===== src/rtl/fp_max_reduce_pkg.sv =====
// Shared types and helpers for the streaming floating-point max reducer.
// Holds the FSM state encoding, status bit positions and the canonical-qNaN builder.
package fp_max_reduce_pkg;

  typedef enum logic [1:0] {
    IDLE = 2'd0,
    ACC  = 2'd1,
    DONE = 2'd2
  } state_t;

  localparam int STATUS_NV = 4;
  localparam int STATUS_DZ = 3;
  localparam int STATUS_OF = 2;
  localparam int STATUS_UF = 1;
  localparam int STATUS_NX = 0;

  // Positive quiet NaN: exponent all ones, only the mantissa MSB set.
  function automatic logic [63:0] canon_qnan(input int expo_w, input int mant_w);
    logic [63:0] v;
    v = '0;
    for (int i = 0; i < expo_w; i++) v[mant_w+i] = 1'b1;
    v[mant_w-1] = 1'b1;
    return v;
  endfunction

endpackage


===== src/rtl/fp_max_cmp.sv =====
// Combinational two-operand maximumNumber; operand a is the earlier element and wins ties.
// Zero latency, no flow control; reports a signalling-NaN contribution from either operand.
module fp_max_cmp
  import fp_max_reduce_pkg::*;
#(
  parameter int SIGN_W = 1,
  parameter int EXPO_W = 8,
  parameter int MANT_W = 23,
  localparam int W = SIGN_W + EXPO_W + MANT_W
) (
  input  logic [W-1:0] a,
  input  logic [W-1:0] b,
  output logic [W-1:0] res,
  output logic         a_wins,
  output logic         nv
);

  localparam logic [63:0] QNAN_FULL = canon_qnan(EXPO_W, MANT_W);
  localparam logic [W-1:0] QNAN = QNAN_FULL[W-1:0];

  logic              a_sign, b_sign;
  logic [EXPO_W-1:0] a_expo, b_expo;
  logic [MANT_W-1:0] a_mant, b_mant;
  logic [W-2:0]      a_mag, b_mag;
  logic              a_nan, b_nan, a_snan, b_snan;
  logic              b_gt;

  // Unpack and classify both operands.
  always_comb begin
    a_sign = a[W-1];
    b_sign = b[W-1];
    a_expo = a[MANT_W +: EXPO_W];
    b_expo = b[MANT_W +: EXPO_W];
    a_mant = a[MANT_W-1:0];
    b_mant = b[MANT_W-1:0];
    a_mag  = a[W-2:0];
    b_mag  = b[W-2:0];
    a_nan  = (&a_expo) && (|a_mant);
    b_nan  = (&b_expo) && (|b_mant);
    a_snan = a_nan && !a_mant[MANT_W-1];
    b_snan = b_nan && !b_mant[MANT_W-1];
  end

  // Strict b > a on the numeric order; +0 beats -0 through the sign rule.
  always_comb begin
    if (a_sign != b_sign) b_gt = !b_sign;
    else if (!a_sign)     b_gt = b_mag > a_mag;
    else                  b_gt = b_mag < a_mag;
  end

  always_comb begin
    res    = a;
    a_wins = 1'b1;
    if (a_nan && b_nan) begin
      res    = QNAN;
      a_wins = 1'b1;
    end else if (a_nan) begin
      res    = b;
      a_wins = 1'b0;
    end else if (b_nan) begin
      res    = a;
      a_wins = 1'b1;
    end else begin
      a_wins = !b_gt;
      res    = b_gt ? b : a;
    end
    nv = a_snan | b_snan;
  end

endmodule


===== src/rtl/fp_max_reduce.sv =====
// Streaming IEEE-754 vector max; result valid the cycle after the in_last handshake.
// Holds the result until out_ready, with in_ready low meanwhile; FP_MAX_REDUCE_INDEX_EN adds out_idx.
module fp_max_reduce
  import fp_max_reduce_pkg::*;
#(
  parameter int SIGN_W = 1,
  parameter int EXPO_W = 8,
  parameter int MANT_W = 23,
  parameter int IDX_W  = 16,
  localparam int W = SIGN_W + EXPO_W + MANT_W
) (
  input  logic             clk,
  input  logic             rst,
  input  logic             in_valid,
  output logic             in_ready,
  input  logic [W-1:0]     in_data,
  input  logic             in_last,
  output logic             out_valid,
  input  logic             out_ready,
  output logic [W-1:0]     out_data,
  output logic [4:0]       out_status
`ifdef FP_MAX_REDUCE_INDEX_EN
  ,
  output logic [IDX_W-1:0] out_idx
`endif
);

  state_t         state_q, state_d;
  logic [W-1:0]   acc_q, acc_d;
  logic           nv_q, nv_d;
  logic [W-1:0]   cmp_a, cmp_res;
  logic           cmp_a_wins, cmp_nv;
  logic           accept;

  assign accept = in_valid && in_ready;
  // The first element is compared against itself so a lone NaN is canonicalised.
  assign cmp_a  = (state_q == IDLE) ? in_data : acc_q;

  fp_max_cmp #(
    .SIGN_W (SIGN_W),
    .EXPO_W (EXPO_W),
    .MANT_W (MANT_W)
  ) u_cmp (
    .a      (cmp_a),
    .b      (in_data),
    .res    (cmp_res),
    .a_wins (cmp_a_wins),
    .nv     (cmp_nv)
  );

  always_ff @(posedge clk) begin
    if (rst) state_q <= IDLE;
    else     state_q <= state_d;
  end

  always_comb begin
    state_d = state_q;
    case (state_q)
      IDLE:    if (accept) state_d = in_last ? DONE : ACC;
      ACC:     if (accept && in_last) state_d = DONE;
      DONE:    if (out_ready) state_d = IDLE;
      default: state_d = IDLE;
    endcase
  end

  always_comb begin
    in_ready  = (state_q != DONE);
    out_valid = (state_q == DONE);
  end

  always_comb begin
    acc_d = acc_q;
    nv_d  = nv_q;
    if (accept) begin
      acc_d = cmp_res;
      nv_d  = ((state_q == IDLE) ? 1'b0 : nv_q) | cmp_nv;
    end else if (out_valid && out_ready) begin
      nv_d = 1'b0;
    end
  end

  always_ff @(posedge clk) begin
    if (rst) begin
      acc_q <= '0;
      nv_q  <= 1'b0;
    end else begin
      acc_q <= acc_d;
      nv_q  <= nv_d;
    end
  end

  always_comb begin
    out_data              = acc_q;
    out_status            = '0;
    out_status[STATUS_NV] = nv_q;
  end

`ifdef FP_MAX_REDUCE_INDEX_EN
  localparam logic [IDX_W-1:0] IDX_ONE = 1;

  logic [IDX_W-1:0] cnt_q, cnt_d;
  logic [IDX_W-1:0] idx_q, idx_d;

  always_comb begin
    cnt_d = cnt_q;
    idx_d = idx_q;
    if (accept) begin
      if (state_q == IDLE) begin
        cnt_d = IDX_ONE;
        idx_d = '0;
      end else begin
        cnt_d = cnt_q + IDX_ONE;
        if (!cmp_a_wins) idx_d = cnt_q;
      end
    end
  end

  always_ff @(posedge clk) begin
    if (rst) begin
      cnt_q <= '0;
      idx_q <= '0;
    end else begin
      cnt_q <= cnt_d;
      idx_q <= idx_d;
    end
  end

  assign out_idx = idx_q;
`else
  logic [IDX_W-1:0] unused_idx;
  logic             unused_wins;
  assign unused_idx  = '0;
  assign unused_wins = cmp_a_wins;
`endif

endmodule

===== config.mk =====
export PLATFORM = sky130hd
export DESIGN_NAME = fp_max_reduce
export DESIGN_NICKNAME = d
export VERILOG_FILES = /design/src/rtl/fp_max_reduce_pkg.sv /design/src/rtl/fp_max_cmp.sv /design/src/rtl/fp_max_reduce.sv
export SDC_FILE = /design/constraint.sdc
export NUM_CORES = 1
export LEC_CHECK = 0
export BUFFER_PORTS_ARGS = -buffer_cell sky130_fd_sc_hd__clkbuf_2
export CELL_PAD_IN_SITES_DETAIL_PLACEMENT = 1
export CELL_PAD_IN_SITES_GLOBAL_PLACEMENT = 1
export CORE_MARGIN = 1
export CORE_UTILIZATION = 40
export CTS_CLUSTER_DIAMETER = 50
export DETAILED_ROUTE_END_ITERATION = 8
export PLACE_DENSITY = 0.79
export REMOVE_ABC_BUFFERS = 1
export SKIP_CTS_REPAIR_TIMING = 1
export SYNTH_ARGS = -nofsm -noshare
export SYNTH_HDL_FRONTEND = slang
export SYNTH_HIERARCHICAL = 1
export SYNTH_SLANG_ARGS = --single-unit

===== constraint.sdc =====
create_clock -name clk -period 4.75 [get_ports clk]
set_clock_uncertainty 0.2 [all_clocks]
set_input_delay 0.95 -clock clk [delete_from_list [all_inputs] [get_ports clk]]
set_output_delay 0.95 -clock clk [all_outputs]
set_load 0.005 [all_outputs]

==> run_results.csv <==
group,metric,value,unit
clocking,htree_levels,2,
drt,wl,9930,µm
drt,wl_met3,364,µm
placement,place.gp.congestion,0.8275,
clocking,clock-sinks,35,
timing,slew_headroom,34.40,%
placement,dp_hpwl,7061,µm
grt,grt_max_degree,38,
timing,max_freq,239.8,MHz
drt,route.vias.total,3322,
timing,grt_setup_unrepaired,"false",
run_status,status,"complete, no violations",
cells_and_area,multi_input_area,0.002176,mm²
setup_path,crit_required,4.76,ns
drt,antenna_left,0,
die,core_region_area,0.007727,mm²
drt,wl_met1,4555,µm
cells_and_area,final_core_util,47.09,%
power,leakage,1.587,nW
power,peakVddDrop,0.0001095,V
timing,fin_tns_setup,0,ns
yosys,ys_seq_area_share,21.98,%
die,start_util,41.26,%
timing,period_needed,4.171,ns
clocking,worstSkewPairLatency,0.29,ns
yosys,avgSynthCellArea,8.071,µm²
die,die_y,91.28,µm
grt,grt_usage,24.34,%
timing,setup_viol,0,
worst_hold_path,hp-class,"reg2reg",
placement,place_area,0.003538,mm²
setup_path,cp.arrival,4.18,ns
die,rows,32,
cells_and_area,post-route-cell-area,0.003638,mm²
cells_and_area,num-fill-cells,979,
timing,fin_hold_ws,0.2900,ns
die,die_area,0.008331,mm²
drt,drt-initial-drc-count,123,
cells_and_area,syn_to_final_growth,14.13,%
drt,wl_met2,4879,µm
timing,hold_violations,0,
die,io_pins,76,
yosys,netlist_instances,395,
yosys,yosysWarnings,6,
setup_path,worst_setup_path_end_kind,"flop",
yosys,synthesis.area,0.003188,mm²
cells_and_area,register_area,700.7,µm²
drt,drcViolationCount,0,
placement,portBuffers,71,
timing,fin_crit_sh,87.80,%
clocking,cts_root_buf,"clkbuf_8",
power,power_density,282.3,mW/mm²
drt,highest-signal-layer,"met4",
cells_and_area,instances_no_fill,551,
cells_and_area,diodes,0,
grt,overflow,0,
setup_path,worstSetupPathType,"reg2reg",
run,cap_violations,0,
clocking,numCtsBuffers,5,
cells_and_area,drive_gt1_share,27.39,%
timing,worstMarginPinSlew,0.9829,ns
yosys,ys_types,45,
placement,dp_cells,543,
yosys,ys_ff_latch,35,
drt,wl_per_cell,18.02,µm
timing,slew_violations,0,
setup_path,crit_fanout,32,
die,die_w,91.28,µm
grt,grt_pass1_wl,16530,µm
clocking,clockBufferDepth,2,
grt,grt_pass1_vias,3405,
setup_path,startpoint_type,"flop",
clocking,cts_tree,"done",
drt,dr.pass1.iters,4,
grt,antenna_found_initial,0,
drt,vias_per_cell,6.029,
cells_and_area,fin_nets,517,
clocking,clkTransAtPathRegs,0.07,ns
metal layers:
metal	up-vias	global-route usage (%)
met3	10	3.769
met4	0	6.217
met1	1650	30.70
met2	80	42.99
li1	1582	-
met5	-	0
registers in the layout, indices dropped and copies added (netlist names):
| register | cells |
|---|---|
| out_data | 32 |
| state_q | 2 |
| nv_q | 1 |
area by class of cell:
| cell class | count | area share (%) |
|---|---|---|
| clock buffers | 8 | 2.751 |
| inverters | 37 | 3.886 |
| multi-input cells | 293 | 59.80 |
| flip-flops and latches | 35 | 19.26 |
| well taps | 102 | 3.508 |
| repair buffers | 76 | 10.80 |
logic make-up (layout without fill, tap and decap cells):
family,count (synthesis),after routing,synth area share (%)
adder cells (fa/ha/maj),32,32,12.56
buffers and inverters,70,121,10.60
multiplexers,41,41,14.40
other,1,4,0.1176
flip-flops,35,35,21.98
AO/OA/AOI/OAI,125,125,24.84
AND/OR/NAND/NOR,91,91,15.50
layout by cell type (no fill, tap or decap), drive strengths merged:
cell type,Yosys,routed
nor4,11,11
nand4,13,13
mux2i,2,2
a2bb2oi,1,1
o22a,1,1
a22o,1,1
clkbuf,11,79
clkinv,1,1
or3,1,1
nand3,36,36
nand2b,3,3
o21ai,40,40
nand3b,1,1
nand2,13,13
buf,22,5
a2111oi,1,1
a211oi,1,1
a21oi,48,48
nor3,5,5
a32o,22,22
dfxtp,35,35
ha,32,32
o31ai,3,3
conb,1,4
o22ai,1,1
mux2,39,39
o2bb2ai,1,1
a31oi,1,1
inv,36,36
a221oi,3,3
nor2,7,7
a22oi,1,1
or4,1,1
critical path, stage by stage (launching register included):
cell and delay [ns]:
dfxtp_1 0.35, nor2_2 0.10, buf_4 0.40, mux2_2 0.44, inv_1 0.10, ha_1 0.20, nand4_1 0.14, or4_4 0.54
clkinv_1 0.07, a21oi_1 0.06, a22o_1 0.29, o31ai_4 0.49, buf_4 0.29, a32o_1 0.15, nand3_1 0.07, a21oi_1 0.17
path summary, 6_finish.rpt:
check	start	to	slack (ns)	cells after the start
setup reg to reg	state_q[1]$_SDFFE_PP0P_	out_data[17]$_SDFFE_PP0P_	0.58	15
hold reg to reg	out_data[11]$_SDFFE_PP0P_	out_data[11]$_SDFFE_PP0P_	0.29	2
hold / removal	out_data[11]$_SDFFE_PP0P_	out_data[11]$_SDFFE_PP0P_	0.29	2
setup / recovery	state_q[1]$_SDFFE_PP0P_	out_data[17]$_SDFFE_PP0P_	0.58	15
metrics by stage:
stage	power, mW	worst slack [ns]
global route	1.099	0.2827
floorplan	0.6248	-0.1836
global placement	0.7644	0.5600
detailed placement	0.7805	0.4756
CTS	1.033	0.5450
finish	1.027	0.5794
synth_stat cells (all sizes together):
| cell | n | area share (%) |
|---|---|---|
| nand2b | 3 | 0.59 |
| o31ai | 3 | 0.86 |
| o21ai | 40 | 6.3 |
| nand3 | 36 | 5.7 |
| a21oi | 48 | 7.5 |
| clkinv | 1 | 0.12 |
| dfxtp | 35 | 22 |
| o2bb2ai | 1 | 0.27 |
| o22a | 1 | 0.27 |
| a31oi | 1 | 0.20 |
| mux2 | 39 | 14 |
| mux2i | 2 | 0.63 |
| ha | 32 | 13 |
| buf | 22 | 4.8 |
| conb | 1 | 0.12 |
| or3 | 1 | 0.35 |
| a2111oi | 1 | 0.27 |
| inv | 36 | 4.3 |
| nor4 | 11 | 2.4 |
| a221oi | 3 | 1.0 |
| a22oi | 1 | 0.24 |
| nand3b | 1 | 0.24 |
| o22ai | 1 | 0.20 |
| nor3 | 5 | 0.78 |
| a211oi | 1 | 0.24 |
| clkbuf | 11 | 1.3 |
| nor2 | 7 | 0.90 |
| a22o | 1 | 0.27 |
| nand4 | 13 | 2.7 |
| or4 | 1 | 0.35 |
| a2bb2oi | 1 | 0.27 |
| a32o | 22 | 6.9 |
| nand2 | 13 | 1.5 |
power by group:
part | internal [mW] | total [mW] | switching [mW]
combinational | 0.191 | 0.438 | 0.248
clock | 0.133 | 0.249 | 0.116
sequential | 0.321 | 0.340 | 0.0190
Power figures use the tool's default switching activity.
